**src/rtl/arc4_encrypt.sv**
```systemverilog
// ARC4 PRGA encrypt engine: copies the plaintext length byte, then XORs each byte with the keystream from S.
// Latency 2 + 6*len cycles from en to rdy; en is ignored while busy, and memory reads are one cycle behind the address.
module arc4_encrypt (
  input  logic       clk,
  input  logic       rst_n,
  input  logic       en,
  output logic       rdy,
  output logic [7:0] s_addr,
  input  logic [7:0] s_rddata,
  output logic [7:0] s_wrdata,
  output logic       s_wren,
  output logic [7:0] pt_addr,
  input  logic [7:0] pt_rddata,
  output logic [7:0] ct_addr,
  output logic [7:0] ct_wrdata,
  output logic       ct_wren
);

  typedef enum logic [3:0] {
    IDLE, RDLEN, WRLEN, READI, READJ, WRI, WRJ, READP, WRCT
  } state_t;

  state_t     state_q, state_d;
  logic [7:0] i_q, i_d, j_q, j_d, k_q, k_d, len_q, len_d;
  logic [7:0] si_q, si_d, sj_q, sj_d;
  logic       s_we, ct_we;

  always_ff @(posedge clk) begin
    if (!rst_n) begin
      state_q <= IDLE;
      i_q     <= 8'd0;
      j_q     <= 8'd0;
      k_q     <= 8'd0;
      len_q   <= 8'd0;
      si_q    <= 8'd0;
      sj_q    <= 8'd0;
    end else begin
      state_q <= state_d;
      i_q     <= i_d;
      j_q     <= j_d;
      k_q     <= k_d;
      len_q   <= len_d;
      si_q    <= si_d;
      sj_q    <= sj_d;
    end
  end

  always_comb begin
    state_d   = state_q;
    i_d       = i_q;
    j_d       = j_q;
    k_d       = k_q;
    len_d     = len_q;
    si_d      = si_q;
    sj_d      = sj_q;
    s_addr    = 8'd0;
    s_wrdata  = 8'd0;
    s_we      = 1'b0;
    pt_addr   = 8'd0;
    ct_addr   = 8'd0;
    ct_wrdata = 8'd0;
    ct_we     = 1'b0;
    case (state_q)
      IDLE: begin
        if (en) begin
          i_d     = 8'd0;
          j_d     = 8'd0;
          k_d     = 8'd0;
          state_d = RDLEN;
        end
      end
      RDLEN: state_d = WRLEN;
      WRLEN: begin
        ct_wrdata = pt_rddata;
        ct_we     = 1'b1;
        len_d     = pt_rddata;
        if (pt_rddata == 8'd0) begin
          state_d = IDLE;
        end else begin
          i_d     = 8'd1;
          k_d     = 8'd1;
          state_d = READI;
        end
      end
      READI: begin
        s_addr  = i_q;
        state_d = READJ;
      end
      // j must be visible on the address bus this cycle so S[j] arrives in WRI.
      READJ: begin
        si_d    = s_rddata;
        j_d     = j_q + s_rddata;
        s_addr  = j_d;
        state_d = WRI;
      end
      WRI: begin
        sj_d     = s_rddata;
        s_addr   = i_q;
        s_wrdata = s_rddata;
        s_we     = 1'b1;
        state_d  = WRJ;
      end
      WRJ: begin
        s_addr   = j_q;
        s_wrdata = si_q;
        s_we     = 1'b1;
        state_d  = READP;
      end
      READP: begin
        s_addr  = si_q + sj_q;
        pt_addr = k_q;
        state_d = WRCT;
      end
      WRCT: begin
        ct_addr   = k_q;
        ct_wrdata = pt_rddata ^ s_rddata;
        ct_we     = 1'b1;
        if (k_q == len_q) begin
          state_d = IDLE;
        end else begin
          i_d     = i_q + 8'd1;
          k_d     = k_q + 8'd1;
          state_d = READI;
        end
      end
      default: state_d = IDLE;
    endcase
  end

  // Reset suppresses writes in the cycle it is asserted, even if the state is still mid-message.
  assign s_wren  = s_we & rst_n;
  assign ct_wren = ct_we & rst_n;
  assign rdy     = (state_q == IDLE);

endmodule

```
**config.mk**
```make
export PLATFORM = sky130hd
export DESIGN_NAME = arc4_encrypt
export DESIGN_NICKNAME = d
export VERILOG_FILES = /design/src/rtl/arc4_encrypt.sv
export SDC_FILE = /design/constraint.sdc
export NUM_CORES = 1
export LEC_CHECK = 0
export BUFFER_PORTS_ARGS = -buffer_cell sky130_fd_sc_hd__buf_2
export CAP_MARGIN = 5
export CORE_MARGIN = 1
export CORE_UTILIZATION = 56
export DETAILED_ROUTE_END_ITERATION = 7
export PLACE_DENSITY = 0.86
export SYNTH_ARGS = -nofsm -noshare
export SYNTH_HDL_FRONTEND = slang
export SYNTH_SLANG_ARGS = --single-unit
export TNS_END_PERCENT = 5
```
**constraint.sdc**
```tcl
create_clock -name clk -period 2.8 [get_ports clk]
set_input_delay 0.14 -clock clk [delete_from_list [all_inputs] [get_ports clk]]
set_output_delay 0.14 -clock clk [all_outputs]
set_load 0.05 [all_outputs]
```
==> results of run 1 <==
[placed cells by master, fill, tap and decap left out, types with 2 or more instances in the layout]
| cell type | netlist | layout |
|---|---|---|
| nor4_2 | 1 | 2 |
| nor2b_1 | 4 | 3 |
| nor3_1 | 3 | 3 |
| fa_1 | 2 | 2 |
| buf_4 | 0 | 8 |
| o21bai_1 | 3 | 3 |
| a21boi_0 | 28 | 28 |
| o211a_1 | 2 | 2 |
| mux2i_1 | 9 | 9 |
| nand2_1 | 105 | 105 |
| o21a_1 | 3 | 3 |
| o31ai_1 | 5 | 5 |
| buf_2 | 3 | 61 |
| dfxtp_1 | 52 | 52 |
| xnor2_1 | 14 | 14 |
| a211oi_1 | 5 | 5 |
| and2_1 | 12 | 12 |
| nor4_1 | 3 | 2 |
| nor2_1 | 8 | 8 |
| o211ai_1 | 7 | 7 |
| clkbuf_8 | 0 | 6 |
| nand3_1 | 13 | 13 |
| inv_1 | 4 | 4 |
| a22oi_1 | 6 | 6 |
| a21oi_1 | 22 | 22 |
| clkbuf_1 | 22 | 2 |
| nand4_1 | 7 | 7 |
| a21o_1 | 6 | 6 |
| or3_1 | 8 | 8 |
| or2_2 | 2 | 2 |
| and3_1 | 17 | 17 |
| ha_1 | 16 | 16 |
| or4_1 | 5 | 5 |
| xor2_1 | 4 | 4 |
| o21ai_0 | 30 | 30 |
| a22o_1 | 2 | 2 |
[cell type report]
class | instances | area share, %
sequential | 52 | 26.70
timing repair buffer | 69 | 9.371
clock buffer | 8 | 2.311
multi-input combinational | 366 | 58.83
inverter | 4 | 0.3851
tap | 75 | 2.407
[through the flow]
stage | util, % | hold WS, ns | cell area (um^2)
final | 65.85 | 0.1228 | 3899
after floorplan | - | 0.2849 | 3460
after global placement | 64.29 | 0.4279 | 3806
after CTS | 65.81 | 0.1239 | 3896
after detailed placement | 64.29 | 0.4387 | 3806
after global routing | 65.85 | 0.1329 | 3899
[path summary, 6_finish.rpt]
check         endpoint  slack, ns         start  depth (start not counted)
max          s_addr[6]       0.11       si_q[0]                          8
min           len_q[5]       0.12  pt_rddata[5]                          3
max reg2reg     i_q[7]       0.42    state_q[2]                          6
min reg2reg    sj_q[4]       0.48       sj_q[4]                          2
[routing by layer]
metal  global-route usage, %  wire length [um]
met3                   4.886               772
met4                   11.61               220
met1                   41.27              4158
met5                       0                 0
met2                   44.24              4176
[tightest hold or removal path, cell delays in order]
cell	delay (ns)
buf_2	0.12
nand2_1	0.05
a21boi_0	0.06
[cells by family (layout without fill, tap and decap cells)]
logic type | count (synthesis) | count (layout) | synth area share, %
AOI/OAI and AO/OA | 129 | 129 | 25.29
xor gates and xnor gates | 18 | 18 | 4.565
adders and majority gates | 18 | 18 | 6.957
buffers and inverters | 31 | 81 | 3.695
DFF | 52 | 52 | 30.14
muxes | 9 | 9 | 2.609
and+or+nand+nor | 192 | 192 | 26.74
[power by group]
group	total (mW)	leakage, nW	switching, mW	internal, mW
logic	0.375	1.26	0.250	0.125
clock network	0.452	0.0455	0.250	0.203
registers	0.784	0.420	0.0230	0.761
total	1.61	1.72	0.523	1.09
[flip-flops by register name, summed over array words and instances, names as in the netlist]
register  count
len_q         8
state_q       4
i_q           8
j_q           8
sj_q          8
si_q          8
k_q           8
==> flow_summary_export.csv, run 1 <==
group,metric,value,unit
run_status,status,"completed",
placed_design,numPortBuffers,61,
clock_network,cts_tree,"built",
global_routing,antenna_found_initial,0,
synthesis,synth_top_area_cell,"dfxtp_1",
timing,rsz0062_at_grt,"no",
clock_network,post_cts_buffers,0,
synthesis,synth_ff_type,"dfxtp_1",
synthesis,synth.distinct_cells,50,
setup_path,worst_ep_arrival_time,2.55,ns
placed_design,dp_hpwl,6683,um
synthesis,yosys.area.top_type_share,30.14,%
detailed_routing,post_drt_via_cell_ratio,6.157,
layout,multi_input_area,2293,um^2
timing,finalSetupViolCount,0,
run,cap_violations,0,
global_routing,grt_pass1_vias,3024,
setup_path,cp_slowest_cell,"fa_1",
synthesis,syn_area,3453,um^2
placed_design,pre_cts_ws,0.4502,ns
setup_path,crit_buf_inv,1,
detailed_routing,routed_wirelength,9327,um
synthesis,ys_top_cells_by_area,"dfxtp_1 (30%), nand2_1 (11%), a21boi_0 (6.1%)",
layout,nNetsFinal,535,
floorplan,start_util,58.33,%
clock_network,cts_sinks,52,
power,powerDensity,413.3,nW/um^2
setup_path,cp_slowest_stage_delay,0.45,ns
floorplan,io_pins,62,
timing,layout_setup_ws,0.1094,ns
detailed_routing,route.detailed.drc,0,
synthesis,syn_inst,449,
detailed_routing,antenna_left,0,
global_routing,grt_max_degree,46,
detailed_routing,dr.pass1.iters,5,
setup_path,path_cells,"ha_1, fa_1, a211oi_1, o21bai_1, a21oi_1, xnor2_1, a211o_1, buf_2",
worst_hold_path,hold_path_class,"input port to flop",
timing,fmax,0.3717,GHz
layout,fillers,510,
timing,fin_crit_sh,96.09,%
floorplan,die_y,80.53,um
clock_network,cts_resized,0,
placed_design,numPlacedInstances,566,
setup_path,cp-start-kind,"flop",
timing,finalCriticalPeriod,2.691,ns
synthesis,ys_ff_latch,52,
timing,tns,0,ns
power,power.total,1.611,mW
timing,finClkSkew,0.01958,ns
detailed_routing,first_iter_violations,305,
synthesis,synth.most_common_cell,"nand2_1",
layout,layout.area.seq,1041,um^2
synthesis,seq_area_frac_synth,30.14,%
setup_path,critical_path_class,"flop to output pin",
timing,hold_viol_final,0,
layout,syn_to_final_growth,12.90,%
timing,worst_pin_slew,0.8986,ns
timing,drv_slew,0,
clock_network,clk_pin_slew_worst_paths,0.11,ns
synthesis,syn_nets,486,
detailed_routing,vias,3534,
layout,n_antenna_cell,0,
clock_network,htreeDepth,2,
layout,fin_cells,574,
setup_path,critPathTopFamily,"compound AO/OA/AOI/OAI gates",
timing,timing.slew.headroom,40.09,%
clock_network,holdBufCountCts,0,
placed_design,place.gp.congestion,0.9447,
power,ir_drop,0.0002778,V
layout,layout-drive-gt1-share,16.83,%
floorplan,die_x,80.53,um
clock_network,clock_latency,0.31,ns
clock_network,cts_made_buffers,5,
synthesis,ys_top_cells_by_count,"nand2_1 (105), dfxtp_1 (52), o21ai_0 (30), a21boi_0 (28)",
detailed_routing,drt-wirelength-per-cell,16.25,um
global_routing,grt_pass1_wl,14730,um
floorplan,fp.coreArea,5921,um^2
global_routing,grt_use_total,29.39,%
setup_path,critPathCaptureType,"output pin",
clock_network,cts-root-buf,"clkbuf_8",
global_routing,grt_overflow,0,
floorplan,die-area,6484,um^2
setup_path,required,2.66,ns
synthesis,async_flop_share,0,%
synthesis,yosys_warnings,0,
power,p_leak,1.722,nW
synthesis,synth.avg_cell_area,7.691,um^2
clock_network,clk_path_buf_depth,2,
synthesis,synth_edf_count,0,
setup_path,path_max_fanout,3,
floorplan,num_rows,28,
(Power assumes the default switching activity.)
==> run 2: changes to the inputs <==
CORE_ASPECT_RATIO = 0.75   (was unset)
CORE_UTILIZATION = 40   (was 56)
PLACE_DENSITY = 0.66   (was 0.86)
==> run 2 against run 1 <==
Via count shrank 2.3%. Combinational power barely moved. Setup slack improved by 0.065 ns. First-iteration DRC count down 3.0%. Sequential share of layout area is 0.64 points lower. Final cell count grew 5.1%. Utilization down 17 points. Register-to-register slack lost 0.05 ns. Critical path type unchanged. Largest cell class unchanged. Highest routed layer unchanged.
==> flow_summary_export.csv, run 2 (synthesis results as in run 1) <==
group,metric,value,unit
setup_path,worst_ep_arrival_time,2.49,ns
setup_path,critical_path_class,"flop to output pin",
clock_network,clk_pin_slew_worst_paths,0.07,ns
placed_design,pre_cts_ws,0.4138,ns
clock_network,cts-root-buf,"clkbuf_16",
floorplan,num_rows,28,
run_status,status,"completed",
floorplan,die_x,109.3,um
layout,postLayoutCoreUtil,49.14,%
power,ir_drop,0.0002941,V
clock_network,cts_made_buffers,5,
global_routing,grt_pass1_wl,15610,um
floorplan,start_util,42.49,%
timing,drv_slew,0,
global_routing,grt_pass1_vias,2974,
layout,final_common_cell,"nand2_1",
floorplan,fp.coreArea,8128,um^2
detailed_routing,post_drt_via_cell_ratio,5.725,
clock_network,clk_path_buf_depth,2,
timing,rsz0062_at_grt,"no",
timing,fin_crit_sh,93.76,%
run,cap_violations,0,
setup_path,critPathCaptureType,"output pin",
timing,layout_setup_ws,0.1747,ns
clock_network,clock_latency,0.29,ns
floorplan,io_pins,62,
detailed_routing,route.detailed.drc,0,
global_routing,grt_max_degree,46,
detailed_routing,antenna_left,0,
layout,nNetsFinal,534,
timing,finalSetupViolCount,0,
timing,hold_viol_final,0,
global_routing,grt_use_total,22.72,%
placed_design,place.gp.congestion,0.8350,
placed_design,numPlacedInstances,595,
floorplan,die-area,9013,um^2
detailed_routing,dr.pass1.iters,5,
power,p_leak,1.742,nW
power,powerDensity,448.7,nW/um^2
clock_network,htreeDepth,2,
worst_hold_path,hold_path_class,"input port to flop",
timing,timing.slew.headroom,51.00,%
placed_design,dp_hpwl,7289,um
layout,layout-drive-gt1-share,17.07,%
global_routing,grt_overflow,0,
detailed_routing,vias,3452,
detailed_routing,first_iter_violations,296,
timing,fmax,0.3809,GHz
layout,n_antenna_cell,0,
setup_path,required,2.66,ns
detailed_routing,routed_wirelength,9731,um
setup_path,path_max_fanout,3,
placed_design,numPortBuffers,61,
clock_network,cts_tree,"built",
timing,worst_pin_slew,0.7350,ns
layout,syn_to_final_growth,15.65,%
power,power.total,1.792,mW
layout,layout_common_cells,"nand2_1 (105), buf_2 (61), dfxtp_1 (52)",
layout,fin_cells,603,
global_routing,antenna_found_initial,0,
clock_network,cts_sinks,52,
timing,tns,0,ns
clock_network,post_cts_buffers,0,
floorplan,die_y,82.47,um
setup_path,cp-start-kind,"flop",
timing,finalCriticalPeriod,2.625,ns
timing,finClkSkew,0.007561,ns
detailed_routing,drt-wirelength-per-cell,16.14,um
==> run 2: cell types whose count changed in the layout (fill, tap and decap cells not counted), sizes merged <==
cell      change
clkbuf        -1
clkinvlp      +1
buf           -1
==> run 2: worst paths after layout <==
kind	startpoint	endpoint	slack, ns	cells past startpoint
min reg2reg	sj_q[4]	sj_q[4]	0.47	2
min	pt_rddata[6]	len_q[6]	0.14	3
max	j_q[0]	s_addr[6]	0.17	8
max reg2reg	state_q[2]	i_q[5]	0.37	6
==> run 2: final cells by class <==
type | count | area, um^2
Fill cell | 797 | 4134
Multi-Input combinational cell | 366 | 2298
Inverter | 4 | 15.01
Sequential cell | 52 | 1041
Clock inverter | 1 | 7.507
Tap cell | 105 | 131.4
Clock buffer | 7 | 142.6
Timing Repair Buffer | 68 | 357.8
==> run 2: timing repair <==
action                                  4_1_cts  5_1_grt
gates resized for setup                       0        2
hold buffers                                  0        0
endpoints found under the setup margin        0        8
==> run 2: critical path, stage by stage, from the launching register on <==
cell and delay, ns:
dfxtp_1 0.33, ha_1 0.21, fa_1 0.43, a211oi_1 0.23
o21bai_1 0.10, a21oi_1 0.18, mux2i_1 0.28, a211o_1 0.16
buf_2 0.27
==> run 2: layer usage <==
layer  global-route usage, %  routed length [um]  vias to the layer above
li1                        -                   -                     1704
met1                   35.32                5091                     1624
met2                   32.26                3889                      113
met3                   3.768                 642                       11
met4                   4.533                 108                        0
met5                       0                   0                        -
==> run 2: through the flow <==
step	area, um^2	hold slack [ns]
6_report	3994	0.1377
3_3_place_gp	3836	0.4308
2_1_floorplan	3460	0.2849
4_1_cts	3986	0.1373
5_1_grt	3994	0.1536
3_5_place_dp	3836	0.4383
==> run 2: power breakdown <==
part | switching (mW) | internal, mW
combinational | 0.252 | 0.125
sequential | 0.0234 | 0.761
clock | 0.274 | 0.357
total | 0.550 | 1.24
==> run 3: changes to the inputs <==
ABC_AREA = 1   (was unset)
==> run 3 against run 2 <==
The flow now finishes with violations (design-rule violations). Clock skew barely moved. Die area grew 3.7%. Routed wire length is 6.6% higher. Worst hold slack better by 0.012 ns. Total power rose by 8.4%. Combinational power grew 40%. Global-route usage shrank 0.46 points. Sequential power rose by 4.1%. Via count rose by 12%. Sequential share of layout area down 0.71 points. Count of clock-buffer cells in the layout fell by 1. Critical path type unchanged. Largest power group unchanged. Highest routed layer unchanged.
==> flow_summary_export.csv, run 3 <==
group,metric,value,unit
synthesis,synth_ff_type,"dfxtp_1",
synthesis,synth.avg_cell_area,6.390,um^2
setup_path,crit_top_cell,"nand2_1",
floorplan,die_x,111.3,um
timing,fmax,0.4299,GHz
placed_design,numPortBuffers,61,
synthesis,synthAdderAreaFrac,6.702,%
detailed_routing,route.detailed.drc,8,
floorplan,io_pins,62,
synthesis,yosys_warnings,0,
power,p_leak,1.918,nW
detailed_routing,routed_wirelength,10380,um
placed_design,place.gp.congestion,0.8746,
clock_network,clock_latency,0.29,ns
global_routing,grt_use_total,22.26,%
timing,fin_crit_sh,83.07,%
layout,final_common_cell,"nand2_1",
floorplan,num_rows,29,
clock_network,htreeDepth,2,
setup_path,required,2.66,ns
detailed_routing,vias,3874,
synthesis,ys_ff_latch,52,
synthesis,synth_mux_area_share,0,%
timing,worst_pin_slew,0.5311,ns
setup_path,path_cells,"ha_1, fa_1, nand2_1, a21oi_1, o21ai_0, nand2_1, o211ai_1, buf_2",
timing,whs,0.1501,ns
synthesis,synth_compound_area_share,14.21,%
timing,finalCriticalPeriod,2.326,ns
worst_hold_path,hold_path_class,"input port to flop",
synthesis,yosys.area_share.simple,39.06,%
setup_path,critPathCaptureType,"output pin",
global_routing,grt_pass1_vias,3363,
setup_path,cp_slowest_cell,"fa_1",
synthesis,synth.most_common_cell,"nand2_1",
detailed_routing,antenna_left,0,
timing,finalSetupViolCount,0,
clock_network,post_cts_buffers,0,
setup_path,critical_path_class,"flop to output pin",
detailed_routing,drt-wirelength-per-cell,14.31,um
run_status,status,"finished, violations left",
global_routing,grt.busiest_layer,"met2",
synthesis,synth_xor_area_share,2.932,%
global_routing,grt_pass1_wl,16730,um
global_routing,grt_use_met1,32.74,%
global_routing,grt_max_degree,36,
setup_path,cp_slowest_stage_delay,0.43,ns
global_routing,met3_usage,3.413,%
synthesis,ys_top_cells_by_count,"nand2_1 (172), nor2_1 (72), dfxtp_1 (52), a21oi_1 (46), inv_1 (44)",
synthesis,synth_top_family_by_area,"simple AND/OR/NAND/NOR gates",
setup_path,worst_ep_arrival_time,2.19,ns
synthesis,synth_top_area_cell,"dfxtp_1",
synthesis,ys_top_cells_by_area,"dfxtp_1 (29%), nand2_1 (18%), nor2_1 (7.5%)",
layout,n_antenna_cell,0,
layout,syn_to_final_growth,14.52,%
timing,drv_slew,0,
synthesis,async_flop_share,0,%
synthesis,syn_area,3585,um^2
global_routing,antenna_found_initial,0,
floorplan,fp.coreArea,8563,um^2
clock_network,clk_path_buf_depth,2,
layout,fillers,921,
timing,hold_viol_final,0,
layout,layout.area.seq,1041,um^2
layout,layout-drive-gt1-share,16.37,%
floorplan,die-area,9348,um^2
global_routing,grt_overflow,0,
setup_path,path_max_fanout,3,
timing,rsz0062_at_grt,"no",
layout,nNetsFinal,654,
floorplan,die_y,83.99,um
timing,timing.slew.headroom,64.55,%
power,ir_drop,0.0002391,V
run,cap_violations,0,
synthesis,seq_area_frac_synth,29.04,%
synthesis,syn_inst,561,
synthesis,syn_nets,598,
timing,finClkSkew,0.007390,ns
clock_network,cts-root-buf,"clkbuf_16",
layout,fin_cells,725,
setup_path,crit_buf_inv,1,
layout,multi_input_area,2255,um^2
synthesis,synth_edf_count,0,
placed_design,numPlacedInstances,718,
run_status,violations,"design-rule violations",
detailed_routing,dr.pass1.iters,6,
clock_network,cts_sinks,52,
clock_network,cts_resized,0,
timing,tns,0,ns
synthesis,synth.distinct_cells,38,
synthesis,yosys.area.top_type_share,29.04,%
global_routing,use_met2,34.32,%
clock_network,cts_tree,"built",
placed_design,dp_hpwl,7702,um
layout,layout_common_cells,"nand2_1 (172), nor2_1 (72), buf_2 (61)",
setup_path,cp-start-kind,"flop",
detailed_routing,first_iter_violations,313,
floorplan,start_util,41.86,%
clock_network,holdBufCountCts,0,
clock_network,cts_made_buffers,5,
setup_path,critPathTopFamily,"adder cells",
power,powerDensity,473.2,nW/um^2
detailed_routing,post_drt_via_cell_ratio,5.343,
clock_network,clk_pin_slew_worst_paths,0.07,ns
## run 3: metrics by stage
step	utilization [%]	setup slack [ns]	total power, mW	cell area, um^2
6_report	47.94	0.4741	1.942	4105
2_1_floorplan	-	0.6021	1.240	3585
5_1_grt	47.94	0.3556	2.033	4105
4_1_cts	47.94	0.4922	1.944	4105
3_3_place_gp	46.38	0.8990	1.350	3971
3_5_place_dp	46.38	0.8327	1.354	3971
## run 3: routing by layer
layer	share of wire [%]	vias to the layer above	routed length, um
li1	-	1942	-
met1	51	1824	5318
met2	44	104	4551
met3	4.3	4	448
met4	0.55	0	57
met5	0	-	0
## run 3: cell type report
class	count	share of cell area, %
multi-input combinational	439	54.92
sequential	52	25.36
timing repair buffer	65	8.168
inverter	54	4.998
tap	108	3.292
clock buffer	6	3.139
clock inverter	1	0.1219
## run 3: kinds of logic after synthesis
family                   count (synthesis)
AO/OA/AOI/OAI                           87
XOR/XNOR                                12
adder cells (fa/ha/maj)                 18
buffers and inverters                   70
flip-flops                              52
AND/OR/NAND/NOR                        322
## run 3: path summary, 6_finish.rpt
kind / from / to / slack, ns / cells after the start
max reg2reg: state_q[3] / k_q[2] / 0.91 / 8
min reg2reg: sj_q[0] / sj_q[0] / 0.47 / 2
max: si_q[0] / s_addr[4] / 0.47 / 8
min: pt_rddata[6] / len_q[6] / 0.15 / 3
## run 3: report_power, final
| group | internal, mW | switching [mW] |
|---|---|---|
| logic | 0.147 | 0.380 |
| clock network | 0.326 | 0.273 |
| registers | 0.776 | 0.0399 |
## run 3: tightest hold or removal path, cell delays in order
cell	delay, ns
buf_2	0.12
nand2_1	0.07
a21oi_1	0.06
